<file path="src/rtl/cache_axi_bridge_pkg.sv">
// Shared constants, state encodings and helpers for the cache-to-AXI bridge.
// Used by both the top-level read path and the write channel sub-module.
package cache_axi_bridge_pkg;

  localparam logic [1:0] AXI_BURST_INCR = 2'b01;
  localparam logic [2:0] AXI_SIZE_4B    = 3'b010;
  localparam logic [1:0] AXI_RESP_OKAY  = 2'b00;

  localparam logic [2:0] TYPE_WORD = 3'b010;
  localparam logic [2:0] TYPE_LINE = 3'b100;

  typedef enum logic [1:0] {
    R_IDLE = 2'd0,
    R_AR   = 2'd1,
    R_DATA = 2'd2
  } r_state_t;

  typedef enum logic [1:0] {
    W_IDLE = 2'd0,
    W_SEND = 2'd1,
    W_B    = 2'd2
  } w_state_t;

  // Any code other than TYPE_LINE is serviced as a single word.
  function automatic logic is_line(input logic [2:0] req_type);
    return req_type == TYPE_LINE;
  endfunction

endpackage

</file>
<file path="src/rtl/cache_axi_wchan.sv">
// Write buffer + write FSM: latches one cache write, drives AXI AW/W/B, exports buffer line for hazards.
// Latency: AW/W valid the cycle after wr_req&&wr_rdy; AW and W handshake independently.
// Backpressure: wr_rdy only in W_IDLE (state-derived); beats held until awready/wready; waits for bvalid.
module cache_axi_wchan
  import cache_axi_bridge_pkg::*;
#(
  parameter int         LINE_WORDS = 4,
  parameter logic [3:0] AXI_ID     = 4'd0
) (
  input  logic                       clk,
  input  logic                       resetn,
  input  logic                       wr_req,
  input  logic [2:0]                 wr_type,
  input  logic [31:0]                wr_addr,
  input  logic [3:0]                 wr_wstrb,
  input  logic [LINE_WORDS*32-1:0]   wr_data,
  output logic                       wr_rdy,
  output logic [3:0]                 awid,
  output logic [31:0]                awaddr,
  output logic [7:0]                 awlen,
  output logic [2:0]                 awsize,
  output logic [1:0]                 awburst,
  output logic                       awvalid,
  input  logic                       awready,
  output logic [31:0]                wdata,
  output logic [3:0]                 wstrb,
  output logic                       wlast,
  output logic                       wvalid,
  input  logic                       wready,
  input  logic                       bvalid,
  output logic                       bready,
  output logic                       buf_valid,
  output logic [31-$clog2(LINE_WORDS*4):0] buf_line_addr
);

  localparam int             OFF       = $clog2(LINE_WORDS * 4);
  localparam int             CW        = (LINE_WORDS > 1) ? $clog2(LINE_WORDS) : 1;
  localparam logic [CW-1:0]  LAST_BEAT = CW'(LINE_WORDS - 1);

  w_state_t                  w_state, w_state_nxt;
  logic [31:0]               addr_q;
  logic                      line_q;
  logic [3:0]                strb_q;
  logic [LINE_WORDS*32-1:0]  data_q;
  logic                      aw_done, w_done;
  logic [CW-1:0]             cnt;
  logic                      aw_hs, w_hs;

  always_comb begin
    w_state_nxt = w_state;
    wr_rdy      = 1'b0;
    awvalid     = 1'b0;
    wvalid      = 1'b0;
    bready      = 1'b0;
    case (w_state)
      W_IDLE: begin
        wr_rdy = 1'b1;
        if (wr_req) w_state_nxt = W_SEND;
      end
      W_SEND: begin
        awvalid = !aw_done;
        wvalid  = !w_done;
        // Either channel may finish first; leave once both are complete this cycle or earlier.
        if ((aw_done || awready) && (w_done || (wready && wlast))) w_state_nxt = W_B;
      end
      W_B: begin
        bready = 1'b1;
        if (bvalid) w_state_nxt = W_IDLE;
      end
      default: w_state_nxt = W_IDLE;
    endcase
  end

  assign aw_hs = awvalid && awready;
  assign w_hs  = wvalid && wready;

  always_ff @(posedge clk or negedge resetn) begin
    if (!resetn) begin
      w_state <= W_IDLE;
      addr_q  <= '0;
      line_q  <= 1'b0;
      strb_q  <= '0;
      data_q  <= '0;
      aw_done <= 1'b0;
      w_done  <= 1'b0;
      cnt     <= '0;
    end else begin
      w_state <= w_state_nxt;
      if (w_state == W_IDLE && wr_req) begin
        addr_q  <= wr_addr;
        line_q  <= is_line(wr_type);
        strb_q  <= wr_wstrb;
        data_q  <= wr_data;
        aw_done <= 1'b0;
        w_done  <= 1'b0;
        cnt     <= '0;
      end else if (w_state == W_SEND) begin
        if (aw_hs) aw_done <= 1'b1;
        if (w_hs) begin
          if (wlast) w_done <= 1'b1;
          else       cnt    <= cnt + CW'(1);
        end
      end
    end
  end

  assign awid          = AXI_ID;
  assign awaddr        = {addr_q[31:2], 2'b00};
  assign awlen         = line_q ? 8'(LINE_WORDS - 1) : 8'd0;
  assign awsize        = AXI_SIZE_4B;
  assign awburst       = AXI_BURST_INCR;
  assign wdata         = line_q ? data_q[32*int'(cnt) +: 32] : data_q[31:0];
  assign wstrb         = line_q ? 4'hf : strb_q;
  assign wlast         = line_q ? (cnt == LAST_BEAT) : 1'b1;
  assign buf_valid     = (w_state != W_IDLE);
  assign buf_line_addr = addr_q[31:OFF];

endmodule

</file>
<file path="src/rtl/cache_axi_bridge.sv">
// Cache miss responder to AXI4 master: line fills/writebacks and word accesses; optional bus_err via CACHE_AXI_RESP_CHECK_EN.
// Latency: AR/AW issue the cycle after acceptance; R data returns combinationally to the cache.
// Backpressure: rd_rdy/wr_rdy low while busy; rd_rdy also low when the read line hits the pending writeback.
module cache_axi_bridge
  import cache_axi_bridge_pkg::*;
#(
  parameter int         LINE_WORDS = 4,
  parameter logic [3:0] AXI_ID     = 4'd0
) (
  input  logic                      clk,
  input  logic                      resetn,
  input  logic                      rd_req,
  input  logic [2:0]                rd_type,
  input  logic [31:0]               rd_addr,
  output logic                      rd_rdy,
  output logic                      ret_valid,
  output logic                      ret_last,
  output logic [31:0]               ret_data,
  input  logic                      wr_req,
  input  logic [2:0]                wr_type,
  input  logic [31:0]               wr_addr,
  input  logic [3:0]                wr_wstrb,
  input  logic [LINE_WORDS*32-1:0]  wr_data,
  output logic                      wr_rdy,
  output logic [3:0]                arid,
  output logic [31:0]               araddr,
  output logic [7:0]                arlen,
  output logic [2:0]                arsize,
  output logic [1:0]                arburst,
  output logic                      arvalid,
  input  logic                      arready,
  input  logic [3:0]                rid,
  input  logic [31:0]               rdata,
  input  logic [1:0]                rresp,
  input  logic                      rlast,
  input  logic                      rvalid,
  output logic                      rready,
  output logic [3:0]                awid,
  output logic [31:0]               awaddr,
  output logic [7:0]                awlen,
  output logic [2:0]                awsize,
  output logic [1:0]                awburst,
  output logic                      awvalid,
  input  logic                      awready,
  output logic [31:0]               wdata,
  output logic [3:0]                wstrb,
  output logic                      wlast,
  output logic                      wvalid,
  input  logic                      wready,
  input  logic [3:0]                bid,
  input  logic [1:0]                bresp,
  input  logic                      bvalid,
  output logic                      bready
`ifdef CACHE_AXI_RESP_CHECK_EN
  ,
  output logic                      bus_err
`endif
);

  localparam int OFF = $clog2(LINE_WORDS * 4);

  r_state_t        r_state, r_state_nxt;
  logic [31:0]     rd_addr_q;
  logic            rd_line_q;
  logic            buf_valid;
  logic [31-OFF:0] buf_line_addr;
  logic            rd_hazard;

  // A refill must not overtake a writeback of the same line, including one accepted this cycle.
  assign rd_hazard = (buf_valid && (rd_addr[31:OFF] == buf_line_addr)) ||
                     (wr_req && wr_rdy && (rd_addr[31:OFF] == wr_addr[31:OFF]));

  always_comb begin
    r_state_nxt = r_state;
    rd_rdy      = 1'b0;
    arvalid     = 1'b0;
    rready      = 1'b0;
    case (r_state)
      R_IDLE: begin
        rd_rdy = !rd_hazard;
        if (rd_req && !rd_hazard) r_state_nxt = R_AR;
      end
      R_AR: begin
        arvalid = 1'b1;
        if (arready) r_state_nxt = R_DATA;
      end
      R_DATA: begin
        rready = 1'b1;
        if (rvalid && rlast) r_state_nxt = R_IDLE;
      end
      default: r_state_nxt = R_IDLE;
    endcase
  end

  always_ff @(posedge clk or negedge resetn) begin
    if (!resetn) begin
      r_state   <= R_IDLE;
      rd_addr_q <= '0;
      rd_line_q <= 1'b0;
    end else begin
      r_state <= r_state_nxt;
      if (rd_req && rd_rdy) begin
        rd_addr_q <= rd_addr;
        rd_line_q <= is_line(rd_type);
      end
    end
  end

  assign arid      = AXI_ID;
  assign araddr    = {rd_addr_q[31:2], 2'b00};
  assign arlen     = rd_line_q ? 8'(LINE_WORDS - 1) : 8'd0;
  assign arsize    = AXI_SIZE_4B;
  assign arburst   = AXI_BURST_INCR;
  assign ret_valid = rready && rvalid;
  assign ret_last  = rready && rlast;
  assign ret_data  = rdata;

  cache_axi_wchan #(
    .LINE_WORDS (LINE_WORDS),
    .AXI_ID     (AXI_ID)
  ) u_wchan (
    .clk           (clk),
    .resetn        (resetn),
    .wr_req        (wr_req),
    .wr_type       (wr_type),
    .wr_addr       (wr_addr),
    .wr_wstrb      (wr_wstrb),
    .wr_data       (wr_data),
    .wr_rdy        (wr_rdy),
    .awid          (awid),
    .awaddr        (awaddr),
    .awlen         (awlen),
    .awsize        (awsize),
    .awburst       (awburst),
    .awvalid       (awvalid),
    .awready       (awready),
    .wdata         (wdata),
    .wstrb         (wstrb),
    .wlast         (wlast),
    .wvalid        (wvalid),
    .wready        (wready),
    .bvalid        (bvalid),
    .bready        (bready),
    .buf_valid     (buf_valid),
    .buf_line_addr (buf_line_addr)
  );

  logic unused_ids;
  assign unused_ids = ^{rid, bid};

`ifdef CACHE_AXI_RESP_CHECK_EN
  always_ff @(posedge clk or negedge resetn) begin
    if (!resetn) begin
      bus_err <= 1'b0;
    end else if ((rvalid && (rresp != AXI_RESP_OKAY)) || (bvalid && (bresp != AXI_RESP_OKAY))) begin
      bus_err <= 1'b1;
    end
  end
`else
  logic unused_resp;
  assign unused_resp = ^{rresp, bresp};
`endif

endmodule

</file>
<file path="config.mk">
export PLATFORM = sky130hd
export DESIGN_NAME = cache_axi_bridge
export DESIGN_NICKNAME = d
export VERILOG_FILES = /design/src/rtl/cache_axi_bridge_pkg.sv /design/src/rtl/cache_axi_wchan.sv /design/src/rtl/cache_axi_bridge.sv
export SDC_FILE = /design/constraint.sdc
export NUM_CORES = 1
export LEC_CHECK = 0
export ABC_AREA = 1
export BUFFER_PORTS_ARGS = -buffer_cell sky130_fd_sc_hd__buf_2
export CORE_AREA = 4 4 165 167
export CTS_CLUSTER_DIAMETER = 60
export DETAILED_ROUTE_END_ITERATION = 8
export DIE_AREA = 0 0 169 171
export PLACE_DENSITY = 0.73
export RECOVER_POWER = 25
export SYNTH_ARGS = -nofsm -noshare
export SYNTH_HDL_FRONTEND = slang
export SYNTH_SLANG_ARGS = --single-unit
</file>
<file path="constraint.sdc">
create_clock -name clk -period 4.3 [get_ports clk]
set_input_delay 0.645 -clock clk [delete_from_list [all_inputs] [get_ports clk]]
set_output_delay 0.645 -clock clk [all_outputs]
set_load 0.05 [all_outputs]
</file>
## Word level (Yosys, flattened, before mapping)

Index checks and enable logic that the tools add are counted.

| cells by class | value |
|---|---|
| multiplexer cells | 31 |
| equal/unequal tests | 16 |
| reduce and logical (&&, ||, !) cells | 31 |
| $add $sub $neg | 1 |
| shift operators | 1 |

Operators with widths:

| cell | number |
|---|---|
| $shiftx 128x8->32 | 1 |
| $eq 28x28->1 | 2 |
| $mux 32 | 1 |
| $mux 2 | 12 |
| $mux 1 | 15 |
| $logic_and 1x1->1 | 13 |
| $ne 2x2->1 const B | 6 |
| $pmux 2 s3 | 2 |
| $reduce_and 3->1 | 4 |
| $reduce_bool 2->1 | 5 |
| $eq 2x2->1 const B | 3 |
| $eq 3x3->1 const B | 2 |
| $eq 2x1->1 const B | 2 |
| $logic_not 2->1 | 2 |
| $mux 4 | 1 |
| $logic_not 1->1 | 3 |
| $logic_or 1x1->1 | 3 |
| $add 2x1->2 const B | 1 |
| $ne 2x1->1 const B | 1 |
| $reduce_and 2->1 | 1 |

| storage, ports and cells | value |
|---|---|
| register bits after elaboration | 206 |

## Depth between registers and ports, before layout

Gate-level depths: netlist (run 1).

| depth | value |
|---|---|
| depth in word-level cells | 9 |
| mapped depth | 13 |

## By module

From an unflattened synthesis (run 1), not the netlist that was laid out.

| second synthesis, totals | value |
|---|---|
| cell total of the unflattened synthesis | 1,622 |
| area, all modules | 11,385.9 sq um |

By module, submodules not included:

| module | cells each | seq. area each (sq um) | area each (sq um) | instances |
|---|---|---|---|---|
| cache_axi_wchan | 1,038 | 4,229.1 | 7,883.8 | 1 |
| cache_axi_bridge | 584 | 825.8 | 3,502.1 | 1 |

## Least setup slack after synthesis (run 1)

No wires, ideal clock.

| timing | value |
|---|---|
| kind | flip-flop to output port |
| start | register u_wchan.cnt[0] |
| end | output port wdata[10] |
| stages on the path, launching flop included | 6 |
| arrival time | 2.030 ns |
| setup slack | 1.625 ns |
| path buffers | 2 |
| cells stage by stage | dfrtp_1 -> buf_2 -> clkinv_1 -> a21oi_1 -> clkbuf_1 -> o21ai_0 |

| on the way | value |
|---|---|
| cells in the longest elaborated chain, start to end | 2 |

Ends and longest elaborated chain:

| element | line | text |
|---|---|---|
| start: declaration | cache_axi_wchan.sv:46 | `logic [CW-1:0] cnt;` |
| start signal: assignment | cache_axi_wchan.sv:101 | `else cnt <= cnt + CW'(1);` |
| $shiftx 128x8->32 | cache_axi_wchan.sv:112 | `assign wdata = line_q ? data_q[32*int'(cnt) +: 32] : data_q[31:0];` |
| $mux 32 | cache_axi_wchan.sv:112 |  |
| end: declaration | cache_axi_bridge.sv:45 | `output logic [31:0] wdata,` |

No other way between the ends.

## Final worst setup path (run 1)

| timing | value |
|---|---|
| start | register u_wchan.cnt[0] |
| end | output port wdata[2] |

Same word-level chain as after synthesis.

==> metrics.txt, run 1 <==
outcome=finished, violations left; failing checks=capacitance limit, slew limit; Vias=10300; slowest stage cell, crit path=buf_4; # IOs=432; Register Area=5060 um^2; total gr overflow=0; Die ar.=28900 um^2; most frequent CP cell=o21ai_0; Ys Warns=0; post-route clock skew=8.54 ps; drt wl/cell=16.0 um; DRC=0; critical path class=register to output pin; Buffers & Inverters on Critical Path=2; # Post-CTS Setup Buffers=0; Peak Freq=0.329 GHz; number of global-route vias before repair=10100; CP arrival=2390 ps; initial drt markers=728; via/cell ratio=4.89; Final Critical Period=3030 ps; number of enable flip-flop cells after synthesis=0; CTS H-tree lvls=1; max-cap viol count=1; Worst setup SP type=register; area delta synth->final=21.4%; global-route wire length before repair=52800 um; layout cell share with drive strength beyond 1=0.215; pin count of the biggest net entering global routing=106; Primary FF master, synth=dfrtp_1; Seq/Total Area, Yosys=0.469; Worst-Margin Slew=2270 ps; asr flop ratio synth=1.00; Post-Layout Cell Count=2114; Filler cells=2544; Core Area=25800 um^2; root buffer cell=clkbuf_16; PD cells=837 nW/um^2; Final Setup Violations=0; Horiz. Die Dim=169 um; Mapped Cells=1513; Post-CTS Resized=0; CP Max Fanout=65; GRT Overall Usage=0.225; DRT Wirelength=33800 um; syn avg cell area=7.12 um^2; clock sink total=202; Hold Violations, Final=0; layout net count=2018; Post-Syn Area=10800 um^2; Largest delay share family, worst path=buffers and inverters; Critical Path RT=3650 ps; ANT nets after route=0; initial antenna violation count=8; CTS tree=done; register bit total from synthesis=202; Setup TNS=0 ps; Min-Delay Path Class=input pin to register; multi-input logic area=4500 um^2; Slew headroom=-0.514; Post-CTS Hold Buffers=0; initial core utilization=0.418; placed wire-length estimate=24200 um; fin crit share=0.706; Yosys cell types=34; CTS buffer count=25; static leakage=7.33 nW; chip height=171 um; largest stage delay on the critical path=540 ps; CTS clk-pin slew, worst paths=60 ps; number of cell rows=59; port bufs=317; RSZ-0062 raised after global routing=false; VDD IR-drop max=453 uV; DRT Pass-1 Iters=5; Final GP Congestion=1.04; Cells after DPL=2069; Worst setup EP type=output pin; count of pins over their slew limit=89; cells along the critical path=buf_4, o21ai_0, o21ai_0, nand2_1, o21ai_0, buf_2; worst skew pair latency=530 ps; Max Root-Sink Buffers=3
==> power breakdown <==
| part | internal (mW) | switching [mW] | total (mW) |
|---|---|---|---|
| registers | 2.81 | 0.517 | 3.32 |
| clock network | 1.40 | 0.842 | 2.24 |
| logic | 1.29 | 4.09 | 5.37 |
| total | 5.49 | 5.45 | 10.9 |
==> Yosys cell counts, types with 2 or more instances <==
library cell	n	area share
nand2_1	649	0.23
dfrtp_1	202	0.47
o21ai_0	157	0.073
inv_1	134	0.047
nor2_1	98	0.034
buf_4	70	0.049
clkbuf_1	50	0.017
nand3_1	44	0.020
nand4_1	43	0.025
buf_2	11	0.0051
o21ai_1	9	0.0042
buf_1	7	0.0024
xnor2_1	7	0.0057
or2_2	6	0.0035
a21oi_1	3	0.0014
buf_6	3	0.0031
clkinv_1	2	0.00070
conb_1	2	0.00070
==> path summary, 6_finish.rpt <==
check	start	endpoint	slack [ps]	cells past startpoint
setup / recovery	u_wchan.cnt[0]	wdata[2]	1270	6
hold / removal	wr_data[53]	u_wchan.data_q[53]	310	3
setup reg to reg	u_wchan.addr_q[10]	rd_addr_q[22]	1900	8
hold reg to reg	rd_addr_q[10]	rd_addr_q[10]	460	2
max in group asynchronous	resetn	u_wchan.data_q[97]	1980	2
min in group asynchronous	resetn	rd_addr_q[13]	760	1
==> tightest hold or removal path: stages <==
cell and delay [ps]:
buf_2 70, nand2_1 40, nand2_1 40
==> cell families (layout without fill, tap and decap cells) <==
logic type,count (synthesis),in the layout,synth area share
buf+inv,278,510,0.125
flops,202,202,0.469
compound gates,174,174,0.0818
fa+ha+maj,1,1,0.00116
xor+xnor,8,8,0.00651
other cells,2,36,0.000697
simple gates,848,848,0.316
==> flip-flops by register name, summed over array words and instances, names as in the netlist, 2 cells and up <==
name / cells
r_state: 2
u_wchan.data_q: 128
u_wchan.strb_q: 4
rd_addr_q: 30
u_wchan.cnt: 2
u_wchan.w_state: 2
u_wchan.addr_q: 30
==> layer usage <==
metal | vias up | GRT usage | wire (um)
met5 | - | 0 | 90
met4 | 14 | 0.0753 | 1270
met3 | 98 | 0.0467 | 2390
met2 | 388 | 0.387 | 16400
met1 | 4746 | 0.285 | 13700
li1 | 5083 | - | -
==> layout by cell type, fill, tap and decap left out, drive strengths merged <==
cell and instances:
nand2 650, buf 329, dfrtp 202, o21ai 166, inv 138, nor2 100
nand3 44, nand4 44, conb 34, clkbuf 33, xnor2 7, or2 7
bufinv 5, clkinv 5, a21oi 3, diode 2, and2 1, xor2 1
o31ai 1, nor3 1, o211ai 1, o22ai 1, a31oi 1, o21bai 1
nor3b 1, ha 1
==> layout make-up <==
cell class              count  share of cell area
clock inverters            11              0.0161
multi-input cells        1065               0.345
flip-flops and latches    202               0.387
diodes                      2            0.000383
repair buffers            330               0.130
well taps                 335              0.0321
inverters                 137              0.0395
clock buffers              32              0.0506
==> stage by stage <==
stage	power (mW)	util	instance area [um^2]	setup WS (ps)	hold slack [ps]
2_1_floorplan	7.38	-	10900	1620	349
5_1_grt	11.7	0.507	13100	1110	287
3_5_place_dp	8.72	0.474	12200	1600	454
3_3_place_gp	8.63	0.474	12200	1630	449
4_1_cts	11.0	0.507	13100	1250	184
6_report	10.9	0.507	13100	1270	306
Note: power is estimated with default switching activity, not from simulation.
==> run 2: changes to the inputs <==
==> constraint.sdc (replaced) <==
create_clock -name clk -period 2.91 [get_ports clk]
set_input_delay 0.4365 -clock clk [delete_from_list [all_inputs] [get_ports clk]]
set_output_delay 0.4365 -clock clk [all_outputs]
set_load 0.05 [all_outputs]
==> metrics.txt, run 2 (synthesis results as in run 1) <==
most frequent CP cell=o21ai_0; VDD IR-drop max=693 uV (+53%); slowest stage cell, crit path=dfrtp_4; layout cell share with drive strength beyond 1=0.220 (+0.00464); cells along the critical path=clkinv_2, buf_12, nor2_1, o21ai_0, nand2_1, o21ai_0, buf_2; DRT Wirelength=33500 um (-0.74%); CTS tree=done; fin crit share=0.939; pin count of the biggest net entering global routing=138 (+30%); Slew headroom=0.256 (+0.770); Max Root-Sink Buffers=3 (unchanged); biggest regs=u_wchan.data_q x128, rd_addr_q x30, u_wchan.addr_q x30; via/cell ratio=4.89 (about the same); DRT Pass-1 Iters=5 (unchanged); DRC=0 (unchanged); RSZ-0062 raised after global routing=false; CP arrival=2300 ps (-90 ps); initial drt markers=700 (-3.8%); CTS H-tree lvls=1 (unchanged); CTS clk-pin slew, worst paths=60 ps (about the same); fin area=13200 um^2 (+0.76%); Final Core Density=0.511 (+0.00384); Min-Delay Path Class=input pin to register; # Post-CTS Setup Buffers=0 (unchanged); count of pins over their slew limit=0 (-100%); clock sink total=202 (unchanged); port bufs=317 (unchanged); Place WS=444 ps (-1160 ps); CP Max Fanout=25 (-62%); root buffer cell=clkbuf_16; Worst setup EP type=output pin; initial antenna violation count=9 (+1); Final Setup Violations=0 (unchanged); post-route clock skew=12.6 ps (+4.04 ps); Setup TNS=0 ps (unchanged); critical path class=register to output pin; CTS buffer count=26 (+4.0%); ANT nets after route=0 (unchanged); Critical Path RT=2470 ps (-1180 ps); chip height=171 um (unchanged); number of global-route vias before repair=9677 (-4.4%); most common cell after layout, fill and taps aside=nand2_1; placed wire-length estimate=24300 um (+0.37%); total gr overflow=0 (unchanged); largest register by flop count=u_wchan.data_q; Worst setup SP type=register; PD cells=1230 nW/um^2 (+47%); largest stage delay on the critical path=580 ps (+40 ps); Peak Freq=0.366 GHz; Worst Slack Setup Final=178 ps (-1090 ps); outcome=complete, no violations; Placed Area=12300 um^2 (+0.64%); # IOs=432 (unchanged); Vias=10400 (+0.41%); Worst R2R Path Depth=6 (-2); Worst-Margin Slew=1120 ps (-1150 ps); max FFs per register=128 (unchanged); area delta synth->final=22.3%; multi-input logic area=4500 um^2 (unchanged); commonest non-fill, non-tap cells in the layout=nand2_1, buf_2, dfrtp_1; worst skew pair latency=540 ps (about the same); GRT Overall Usage=0.220 (-0.00479); Final Critical Period=2730 ps; initial core utilization=0.418 (unchanged); max-cap viol count=0 (-1); Register Area=5060 um^2 (about the same); static leakage=7.37 nW (+0.55%); Die ar.=28900 um^2 (unchanged); drt wl/cell=15.8 um (-1.1%); worst hold slack=84.7 ps (-222 ps); Filler cells=2537 (-0.28%); hold path cells=3 (unchanged); Core Area=25800 um^2 (unchanged); Final GP Congestion=0.965 (-6.9%); global-route wire length before repair=51500 um (-2.5%); Hold Violations, Final=0 (unchanged); layout net count=2022 (+0.20%); Horiz. Die Dim=169 um (unchanged); number of cell rows=59 (unchanged)
-- run 2: layer usage --
metal | vias to the layer above | track usage | routed length [um]
met1 | 4756 | 0.284 | 13600
met5 | - | 0 | 82
met3 | 82 | 0.0476 | 2670
li1 | 5101 | - | -
met4 | 12 | 0.0711 | 1140
met2 | 420 | 0.372 | 16000
-- run 2: report_power, final --
group | switching (mW) | internal, mW | total (mW)
sequential | 0.817 | 4.15 | 4.97
clock | 1.31 | 1.97 | 3.28
combinational | 5.98 | 1.95 | 7.93
total | 8.11 | 8.07 | 16.2
-- run 2: final timing paths --
path	slack (ps)	to	from
worst max-delay path	180	wdata[11]	u_wchan.cnt[0]
worst min-delay path	80	u_wchan.data_q[48]	wr_data[48]
worst max register to register	780	u_wchan.line_q	u_wchan.w_state[0]
worst min register to register	460	rd_addr_q[3]	rd_addr_q[3]
max in group asynchronous	860	rd_addr_q[3]	resetn
min in group asynchronous	520	u_wchan.addr_q[2]	resetn
-- run 2: final cells by class --
class / instances / share of cell area
timing repair buffer: 333 / 0.134
antenna: 2 / 0.000380
inverter: 137 / 0.0393
clock inverter: 13 / 0.0124
multi-input combinational: 1065 / 0.342
clock buffer: 35 / 0.0558
tap: 335 / 0.0318
sequential: 202 / 0.384
-- run 2: critical path, delay by kind of cell, from the launching register on --
kind	cells	cell delay, ps
buffers and inverters	3	730
DFF	1	580
AOI/OAI and AO/OA	2	320
and+or+nand+nor	2	110
-- run 2: repair_timing --
| item | in CTS | in global routing |
|---|---|---|
| gates resized for setup | 1 | 2 |
| hold endpoints to repair | 80 | 0 |
| hold buffers | 1 | 0 |
| setup endpoints to repair | 26 | 15 |
-- run 2: metrics by stage --
| stage | cells | power, mW |
|---|---|---|
| 2_1_floorplan | 1545 | 10.9 |
| 3_3_place_gp | 2071 | 12.8 |
| 3_5_place_dp | 2071 | 12.9 |
| 4_1_cts | 2120 | 16.3 |
| 5_1_grt | 2122 | 17.3 |
| 6_report | 2122 | 16.2 |
